### src/rtl/hazard_ctrl_pkg.sv
// Shared pipeline definitions for the hazard/stall controller.
// Holds the mult/div FSM state encoding and the bundled hazard control word.
// Pure declarations: no logic, no latency, no flow control.
package hazard_ctrl_pkg;

    localparam int PIPE_R_WIDTH = 5;

    typedef enum logic {
        IDLE    = 1'b0,
        MD_BUSY = 1'b1
    } md_state_e;

    typedef struct packed {
        logic pc_keep;
        logic if_id_keep;
        logic id_ex_keep;
        logic ex_mem_keep;
        logic id_ex_bubble;
        logic if_id_flush;
        logic md_start;
    } hz_ctrl_t;

endpackage

### src/rtl/md_busy_counter.sv
// Mult/div occupancy counter: loads MD_CYCLES-1, counts down to zero and holds.
// Load/decrement take effect on the negedge; zero flag is combinational from the count.
// No backpressure: the count advances on every enabled edge, pipeline freezes included.
module md_busy_counter
    import hazard_ctrl_pkg::*;
#(
    parameter int MD_CYCLES = 32,
    localparam int CW = (MD_CYCLES > 1) ? $clog2(MD_CYCLES) : 1
) (
    input  logic clk_i,
    input  logic rst_n_i,
    input  logic load_i,
    input  logic dec_i,
    output logic zero_o
);

    localparam logic [CW-1:0] LOAD_VAL = CW'(MD_CYCLES - 1);

    logic [CW-1:0] cnt_q;

    // Saturating at zero keeps the counter from wrapping if dec is held.
    always_ff @(negedge clk_i or negedge rst_n_i) begin
        if (!rst_n_i) begin
            cnt_q <= '0;
        end else if (load_i) begin
            cnt_q <= LOAD_VAL;
        end else if (dec_i && (cnt_q != '0)) begin
            cnt_q <= cnt_q - 1'b1;
        end
    end

    assign zero_o = (cnt_q == '0);

endmodule

### src/rtl/hazard_ctrl.sv
// Hazard/stall controller for the 5-stage core: load-use, branch flush, memory freeze, mult/div occupancy.
// Control outputs are combinational from state and inputs (zero latency); FSM state updates on negedge.
// mem_wait freezes every stage; mult/div state keeps advancing underneath the freeze.
module hazard_ctrl
    import hazard_ctrl_pkg::*;
#(
    parameter int R_WIDTH   = PIPE_R_WIDTH,
    parameter int MD_CYCLES = 32
) (
    input  logic               clk_i,
    input  logic               rst_n_i,
    input  logic [R_WIDTH-1:0] id_rs_i,
    input  logic [R_WIDTH-1:0] id_rt_i,
    input  logic               id_uses_rs_i,
    input  logic               id_uses_rt_i,
    input  logic               id_md_start_i,
    input  logic               id_md_read_i,
    input  logic               ex_mem_read_i,
    input  logic [R_WIDTH-1:0] ex_rt_i,
    input  logic               ex_branch_taken_i,
    input  logic               mem_wait_i,
    output logic               pc_keep_o,
    output logic               if_id_keep_o,
    output logic               id_ex_keep_o,
    output logic               ex_mem_keep_o,
    output logic               id_ex_bubble_o,
    output logic               if_id_flush_o,
    output logic               md_start_o,
    output logic               md_busy_o,
    output logic               md_done_o
);

    md_state_e state_q;
    md_state_e state_d;
    hz_ctrl_t  ctrl;
    logic      cnt_zero;
    logic      load_use;
    logic      md_stall;

    // $zero is never a real load destination, so it cannot create a hazard.
    assign load_use = ex_mem_read_i && (ex_rt_i != '0) &&
                      ((id_uses_rs_i && (id_rs_i == ex_rt_i)) ||
                       (id_uses_rt_i && (id_rt_i == ex_rt_i)));

    assign md_stall = (state_q == MD_BUSY) && (id_md_start_i || id_md_read_i);

    always_comb begin
        ctrl = '0;
        if (mem_wait_i) begin
            ctrl.pc_keep     = 1'b1;
            ctrl.if_id_keep  = 1'b1;
            ctrl.id_ex_keep  = 1'b1;
            ctrl.ex_mem_keep = 1'b1;
        end else if (ex_branch_taken_i) begin
            ctrl.if_id_flush  = 1'b1;
            ctrl.id_ex_bubble = 1'b1;
        end else if (load_use || md_stall) begin
            ctrl.pc_keep      = 1'b1;
            ctrl.if_id_keep   = 1'b1;
            ctrl.id_ex_bubble = 1'b1;
        end else if ((state_q == IDLE) && id_md_start_i) begin
            ctrl.md_start = 1'b1;
        end
    end

    // The op in flight is always older than anything in EX, so only reset aborts it.
    always_comb begin
        state_d = state_q;
        case (state_q)
            IDLE:    if (ctrl.md_start) state_d = MD_BUSY;
            MD_BUSY: if (cnt_zero)      state_d = IDLE;
            default: state_d = IDLE;
        endcase
    end

    always_ff @(negedge clk_i or negedge rst_n_i) begin
        if (!rst_n_i) begin
            state_q <= IDLE;
        end else begin
            state_q <= state_d;
        end
    end

    md_busy_counter #(
        .MD_CYCLES (MD_CYCLES)
    ) u_md_busy_counter (
        .clk_i   (clk_i),
        .rst_n_i (rst_n_i),
        .load_i  (ctrl.md_start),
        .dec_i   (state_q == MD_BUSY),
        .zero_o  (cnt_zero)
    );

    assign pc_keep_o      = ctrl.pc_keep;
    assign if_id_keep_o   = ctrl.if_id_keep;
    assign id_ex_keep_o   = ctrl.id_ex_keep;
    assign ex_mem_keep_o  = ctrl.ex_mem_keep;
    assign id_ex_bubble_o = ctrl.id_ex_bubble;
    assign if_id_flush_o  = ctrl.if_id_flush;
    assign md_start_o     = ctrl.md_start;
    assign md_busy_o      = (state_q == MD_BUSY);
    assign md_done_o      = (state_q == MD_BUSY) && cnt_zero;

endmodule
### config.mk
export PLATFORM = sky130hd
export DESIGN_NAME = hazard_ctrl
export DESIGN_NICKNAME = d
export VERILOG_FILES = /design/src/rtl/hazard_ctrl_pkg.sv /design/src/rtl/md_busy_counter.sv /design/src/rtl/hazard_ctrl.sv
export SDC_FILE = /design/constraint.sdc
export NUM_CORES = 1
export LEC_CHECK = 0
export CORE_UTILIZATION = 39
export CTS_BUF_LIST = sky130_fd_sc_hd__clkbuf_4 sky130_fd_sc_hd__clkbuf_8 sky130_fd_sc_hd__clkbuf_16
export DETAILED_ROUTE_END_ITERATION = 10
export PLACE_DENSITY = 0.78
export REMOVE_ABC_BUFFERS = 1
export SLEW_MARGIN = 25
export SYNTH_ARGS = -nofsm -noshare
export SYNTH_HDL_FRONTEND = slang
export SYNTH_SLANG_ARGS = --single-unit
export TNS_END_PERCENT = 5
### constraint.sdc
create_clock -name clk_i -period 3.4 [get_ports clk_i]
set_input_delay 0.68 -clock clk_i [delete_from_list [all_inputs] [get_ports clk_i]]
set_output_delay 0.68 -clock clk_i [all_outputs]
set_load 0.02 [all_outputs]
Word level (Yosys, flattened, before mapping)
Cells that the tools add are included.
- word-level logic and storage cells: 37
- register bits after elaboration: 6
- input port bits: 24
- eq/ne operators: 2
- mux-type cells: 16
- reductions and logical operators: 15
- bitwise logic cells: 1
- add/sub/neg operators: 1
- operators by type and width (cell ; count):
    $eq A5 B5 Y1 ; 2
    $mux W5 ; 2
    $reduce_bool A5 Y1 ; 2
    $logic_and A1 B1 Y1 ; 8
    $mux W1 ; 8
    $mux W2 ; 4
    $logic_not A5 Y1 ; 1
    $sub A5 B1 Y5 const B ; 1
    $logic_or A1 B1 Y1 ; 3
    $mux W3 ; 1
    $pmux W1 S2 ; 1
    $reduce_bool A2 Y1 ; 1
    $not A1 Y1 ; 1

Depth between registers and ports, before layout
Gate-level depths: netlist (run 1).
- word-level depth: 10
- depth in mapped cells: 7
- mapped depth without buffers: 6

Hierarchy
Synthesis (run 1) repeated with hierarchy kept, for this count alone.
- cell total of the unflattened synthesis: 61
- area, all modules: 535.5 um^2
- modules (own cells, without submodules) (module ; instances ; cells an instance ; area an instance (um^2) ; sequential area each (um^2)):
    md_busy_counter ; 1 ; 24 ; 270.3 ; 125.1
    hazard_ctrl ; 1 ; 37 ; 265.3 ; 25.0

==> metrics.cfg, run 1 <==
[worst_setup_path]
crit_start = u_md_busy_counter.cnt_q[0]$_DFFE_NN0P_
worst_r2r_startpoint = u_md_busy_counter.cnt_q[0]$_DFFE_NN0P_
worst-path-max-fanout = 2
setup.worst_path.class = reg2out
critPathLaunchType = register
cp-end-kind = output pin
crit_path_max_incr_delay_ps = 480
crit_path_cell_trace = inv_2 -> ha_1 -> or4b_4 -> nor2_4 -> buf_6
cp.arrival_ps = 3190
required_ps = 2720
cpMaxStageDelayCell = or4b_4

[power]
power_switching_uw = 200
clockPowerShare = 0.117
internal_power_uw = 338
pwr-share-seq = 0.248
irDropWorstVdd_uv = 219
finalPower_uw = 537
comb_power_share = 0.635
power.leakage_uw = 0.000478
powerDensity_nw_per_um2 = 509
p_sw_frac = 0.372

[timing]
fin_ws_ps = -474
slew_violations = 0
fin_tns_setup_ps = -1060
setup_viol = 5
rsz0062_at_grt = true
clock_skew_ps = 3.35
maxSlewHeadroom = 0.826
worst_slew_pin_slew_ps = 260
hold_viol = 0

[drt]
dr.first_iter.drc_count = 7
postRouteAntennaNets = 0
wl_mm = 1.49
viasPerCell = 5.12
firstDrtPassIters = 4
drcViolationCount = 0
vias = 660
wl_per_cell_um = 11.6

[synthesis]
synth_mux_area_frac = 0
synthAdderAreaFrac = 0.0441
synth_top_family_by_area = XOR/XNOR gates
ys_top_cells_by_count = 10 x xnor2_1, 6 x dfrtn_1, 6 x o211ai_1
synth.avg_cell_area_um2 = 8.61
yosysTopAreaCell = dfrtn_1
synth_area_leaders = dfrtn_1 26%, xnor2_1 15%, o211ai_1 7.9%
yosysUniqueCellTypes = 27
synth_compound_area_frac = 0.183
syn_inst = 66
yosysSeqAreaShare = 0.264
synthSimpleGateAreaFrac = 0.198
synth_area_um2 = 568
ys_warn_count = 0
yosys_most_used_dff = dfrtn_1
ys_ff_latch = 6
synth_edf_count = 0
yosysMostFrequentCell = xnor2_1
synth_xor_area_frac = 0.229
async_flop_share = 1.00
synth_top_cell_area_share = 0.264

[floorplanning]
rows = 13
core_area_um2 = 1330
start_util = 0.426
dieHeight_um = 40.2
chipWidth_um = 40.2
die_area_um2 = 1610
num_io_pins = 33

[clocking]
clk_pin_slew_ps = 30
clk_path_buf_depth = 2
cts_tree = done
holdBufCountCts = 0
cts_max_level = 1
cts_buffers = 3
root_buffer = clkbuf_4
clock-sinks = 6
clk-insertion-delay-late_ps = 250

[finish]
diodes = 0
fin_cells = 129
drive_gt1_frac = 0.360
areaGrowthSynthToFinish_pct = 85.7
final_nets = 142

[grt]
grt_use_total = 0.217
met1_usage = 0.205
grt_pass1_vias = 591
met3_usage = 0.0389
globalRoute.busiestLayer = met2
grt_pass1_wl_mm = 2.24
grt_use_met2 = 0.423
antenna_found_initial = 0
grt_max_degree = 8
gr-total-overflow = 0

[place]
place_inst = 126
portBuffers = 32
post-place-ws_ps = -709
gp_congestion = 0.659
dp_hpwl_mm = 1.31

[run_status]
violations = negative setup slack
run_status = complete, but fails checks

[run]
maxCapViolCount = 0

[min_path]
worstHoldStart = u_md_busy_counter.cnt_q[4]$_DFFE_NN0P_
min-delay-path-class = reg2reg

==> kinds of logic after synthesis <==
family | Yosys count
AO/OA/AOI/OAI | 14
XOR/XNOR | 14
adder cells (fa/ha/maj) | 2
buffers and inverters | 9
flip-flops | 6
AND/OR/NAND/NOR | 21
==> critical path, delay by kind of cell, from the launching register on <==
family                   cells  cell delay (ps)
adder cells (fa/ha/maj)      1              140
buffers and inverters        2              180
flip-flops                   1              350
AND/OR/NAND/NOR              2              580
==> cell usage in the layout, fill, tap and decap left out, drive strengths merged <==
cell / n
or4b: 1
o22ai: 1
nand2: 3
inv: 5
o21ai: 4
nand2b: 1
o211ai: 6
or4: 1
nor2: 5
ha: 2
nor3: 1
a21oi: 1
buf: 23
and2: 1
dlygate4sd2: 9
nand4: 3
xnor2: 11
a311o: 1
nor2b: 1
a21o: 1
dfrtn: 6
clkbuf: 3
nand3: 4
clkdlybuf4s50: 15
xor2: 3
dlymetal6s2s: 2
==> metal layers <==
metal  part of all wire  wire, um
met1               0.39       577
met2               0.53       796
met3              0.067       100
met4              0.011        16
met5                  0         0
==> power by group through the flow <==
stage / combinational [uW] / clock [uW] / sequential, uW
2_1_floorplan: 147 / 0 / 146
3_3_place_gp: 326 / 0 / 124
3_5_place_dp: 336 / 0 / 130
4_1_cts: 346 / 65.2 / 132
5_1_grt: 375 / 69.7 / 136
6_report: 341 / 62.8 / 133
==> area by class of cell <==
type / count / area (um2)
Tap cell: 15 / 18.8
Fill cell: 92 / 279
Sequential cell: 6 / 150
Multi-Input combinational cell: 51 / 414
Timing Repair Buffer: 49 / 428
Inverter: 5 / 21.3
Clock buffer: 3 / 22.5
==> state kept, by name, summed over array words and instances, names as in the netlist <==
signal	count
u_md_busy_counter.cnt_q	5
md_busy_o	1
==> per-stage QoR <==
step | hold WS (ps) | utilization | cell area [um2]
finish | 521 | 0.791 | 1050
floorplan | 455 | - | 541
CTS | 529 | 0.781 | 1040
detailed placement | 520 | 0.755 | 1010
global route | 544 | 0.791 | 1050
global placement | 473 | 0.755 | 1010
==> timing repair <==
item / CTS / global route
endpoints found under the hold margin: 0 / 0
buffers inserted: 0 / 0
setup endpoints to repair: 12 / 12
pin swaps: 7 / 3
gates resized for setup: 52 / 5
==> final timing paths <==
kind | end | slack [ps] | depth (start not counted)
min reg2reg | u_md_busy_counter.cnt_q[4]$_DFFE_NN0P_ | 520 | 2
max | md_done_o | -470 | 5
max reg2reg | u_md_busy_counter.cnt_q[1]$_DFFE_NN0P_ | 1640 | 7
min in group asynchronous | md_busy_o$_DFF_NN0_ | 2250 | 1
min | u_md_busy_counter.cnt_q[4]$_DFFE_NN0P_ | 520 | 2
max in group asynchronous | u_md_busy_counter.cnt_q[0]$_DFFE_NN0P_ | 910 | 1
Power figures use the tool's default switching activity.
==> run 2, diff against run 1 <==
MAX_ROUTING_LAYER = met4   (was default)
==> metrics.cfg, run 2 (synthesis results as in run 1) <==
[clocking]
clk_pin_slew_ps = 30  ; about the same
cts_max_level = 1  ; unchanged
clk_path_buf_depth = 2  ; unchanged
root_buffer = clkbuf_4  ; unchanged
clk-insertion-delay-late_ps = 250  ; about the same
cts_tree = done  ; unchanged
cts_buffers = 3  ; unchanged
clock-sinks = 6  ; unchanged
cts_setup_buffers = 0  ; unchanged

[worst_setup_path]
crit_path_max_incr_delay_ps = 480  ; about the same
worst_r2r_startpoint = u_md_busy_counter.cnt_q[0]$_DFFE_NN0P_  ; unchanged
r2r_slack_ps = 1640  ; about the same
r2r-end = u_md_busy_counter.cnt_q[1]$_DFFE_NN0P_  ; unchanged
setup.worst_path.class = reg2out  ; unchanged
worst-path-max-fanout = 2  ; unchanged
crit_path_cell_trace = inv_2 -> ha_1 -> or4b_4 -> nor2_4 -> buf_6  ; unchanged
critPathTopFamily = simple AND/OR/NAND/NOR gates  ; unchanged
cp.arrival_ps = 3190  ; about the same
cpMaxStageDelayCell = or4b_4  ; unchanged
required_ps = 2720  ; about the same
critPathLaunchType = register  ; unchanged
r2r_cells = 7  ; unchanged
cp_num_buf_inv = 2  ; unchanged
cp-end-kind = output pin  ; unchanged

[timing]
slew_violations = 0  ; unchanged
setup_viol = 5  ; unchanged
fin_tns_setup_ps = -1060  ; about the same
maxSlewHeadroom = 0.826  ; unchanged
hold_viol = 0  ; unchanged
clock_skew_ps = 3.35  ; about the same
fin_ws_ps = -474  ; about the same
hold_ws_ps = 521  ; unchanged
rsz0062_at_grt = true  ; unchanged
worst_slew_pin_slew_ps = 260  ; unchanged

[floorplanning]
dieHeight_um = 40.2  ; unchanged
rows = 13  ; unchanged
core_area_um2 = 1330  ; unchanged
num_io_pins = 33  ; unchanged
chipWidth_um = 40.2  ; unchanged
start_util = 0.426  ; unchanged
die_area_um2 = 1610  ; unchanged

[power]
power.leakage_uw = 0.000478  ; unchanged
power_switching_uw = 200  ; about the same
irDropWorstVdd_uv = 219  ; about the same
pwr-share-seq = 0.248  ; about the same
comb_power_share = 0.635  ; about the same
internal_power_uw = 338  ; about the same
powerDensity_nw_per_um2 = 509  ; about the same
finalPower_uw = 537  ; about the same
clockPowerShare = 0.117  ; about the same
p_sw_frac = 0.371  ; was 0.372

[finish]
final_nets = 142  ; unchanged
diodes = 0  ; unchanged
final_common_cell = buf_4  ; unchanged
drive_gt1_frac = 0.360  ; unchanged
regMostFlops = u_md_busy_counter.cnt_q  ; unchanged
final_cell_mix = 21 x buf_4, 15 x clkdlybuf4s50_1, 10 x xnor2_1, 9 x dlygate4sd2_1  ; unchanged
areaGrowthSynthToFinish_pct = 85.7  ; unchanged
largest_reg_flops = 5  ; unchanged

[grt]
gr-total-overflow = 0  ; unchanged
grt_use_met2 = 0.423  ; unchanged
grt_use_total = 0.224  ; was 0.217
met1_usage = 0.212  ; was 0.205
grt_pass1_vias = 591  ; unchanged
met3_usage = 0.0278  ; was 0.0389
grt_pass1_wl_mm = 2.24  ; unchanged
grt_max_degree = 8  ; unchanged
antenna_found_initial = 0  ; unchanged
globalRoute.busiestLayer = met2  ; unchanged

[drt]
drcViolationCount = 0  ; unchanged
firstDrtPassIters = 4  ; unchanged
viasPerCell = 5.12  ; about the same
vias = 661  ; was 660
wl_per_cell_um = 11.5  ; was 11.6 um
wl_mm = 1.49  ; about the same
postRouteAntennaNets = 0  ; unchanged
dr.first_iter.drc_count = 7  ; unchanged

[place]
gp_congestion = 0.665  ; was 0.659
dp_hpwl_mm = 1.31  ; unchanged
portBuffers = 32  ; unchanged

[min_path]
worstHoldStart = u_md_busy_counter.cnt_q[4]$_DFFE_NN0P_  ; unchanged
whs_path_depth = 2  ; unchanged
min-delay-path-class = reg2reg  ; unchanged
hold_end = u_md_busy_counter.cnt_q[4]$_DFFE_NN0P_  ; unchanged

[run]
maxCapViolCount = 0  ; unchanged

[run_status]
violations = negative setup slack  ; unchanged
run_status = complete, but fails checks  ; unchanged

run 2: stage by stage:
| stage | area (um2) | utilization | worst slack [ps] | std cells |
|---|---|---|---|---|
| after floorplan | 541 | - | -409 | 62 |
| after global placement | 1010 | 0.755 | -694 | 126 |
| after detailed placement | 1010 | 0.755 | -709 | 126 |
| after CTS | 1040 | 0.781 | -498 | 129 |
| after global routing | 1050 | 0.791 | -535 | 129 |
| final | 1050 | 0.791 | -474 | 129 |
run 2: final cells by class:
type	count	area (um2)
well taps	15	18.8
fillers	92	279
flip-flops and latches	6	150
clock buffers	3	22.5
multi-input cells	51	414
inverters	5	21.3
repair buffers	49	428
run 2: timing repair:
item,in CTS,in global routing
hold buffers,0,0
setup endpoints to repair,12,12
pin swaps,7,3
resized for setup,52,5
run 2: routing by layer:
metal  part of all wire  up-vias  routed length (um)
met4              0.011        0                  16
li1                   -      328                   -
met3              0.057        2                  85
met5                  0        -                   0
met1               0.39      305                 588
met2               0.54       26                 798
run 2: worst max-delay path by stage:
stage / start / end / cells past startpoint
after floorplan: u_md_busy_counter.cnt_q[0]$_DFFE_NN0P_ / md_done_o / 4
after global placement: u_md_busy_counter.cnt_q[0]$_DFFE_NN0P_ / md_done_o / 5
after detailed placement: u_md_busy_counter.cnt_q[0]$_DFFE_NN0P_ / md_done_o / 5
after global routing: u_md_busy_counter.cnt_q[0]$_DFFE_NN0P_ / md_done_o / 5
final: u_md_busy_counter.cnt_q[0]$_DFFE_NN0P_ / md_done_o / 5
after CTS: u_md_busy_counter.cnt_q[0]$_DFFE_NN0P_ / md_done_o / 5
run 2: worst register-to-register path, delay by kind of cell, from the launching register on:
family / cells / cell delay, ps
and+or+nand+nor: 2 / 650
AOI/OAI and AO/OA: 2 / 230
DFF: 1 / 350
adders and majority gates: 1 / 140
buffers and inverters: 2 / 240
run 2: power by group through the flow:
stage / registers, uW / logic (uW) / clock network [uW]
finish: 133 / 341 / 62.8
global route: 136 / 375 / 69.7
CTS: 132 / 346 / 65.2
detailed placement: 130 / 336 / 0
global placement: 124 / 326 / 0
floorplan: 146 / 147 / 0
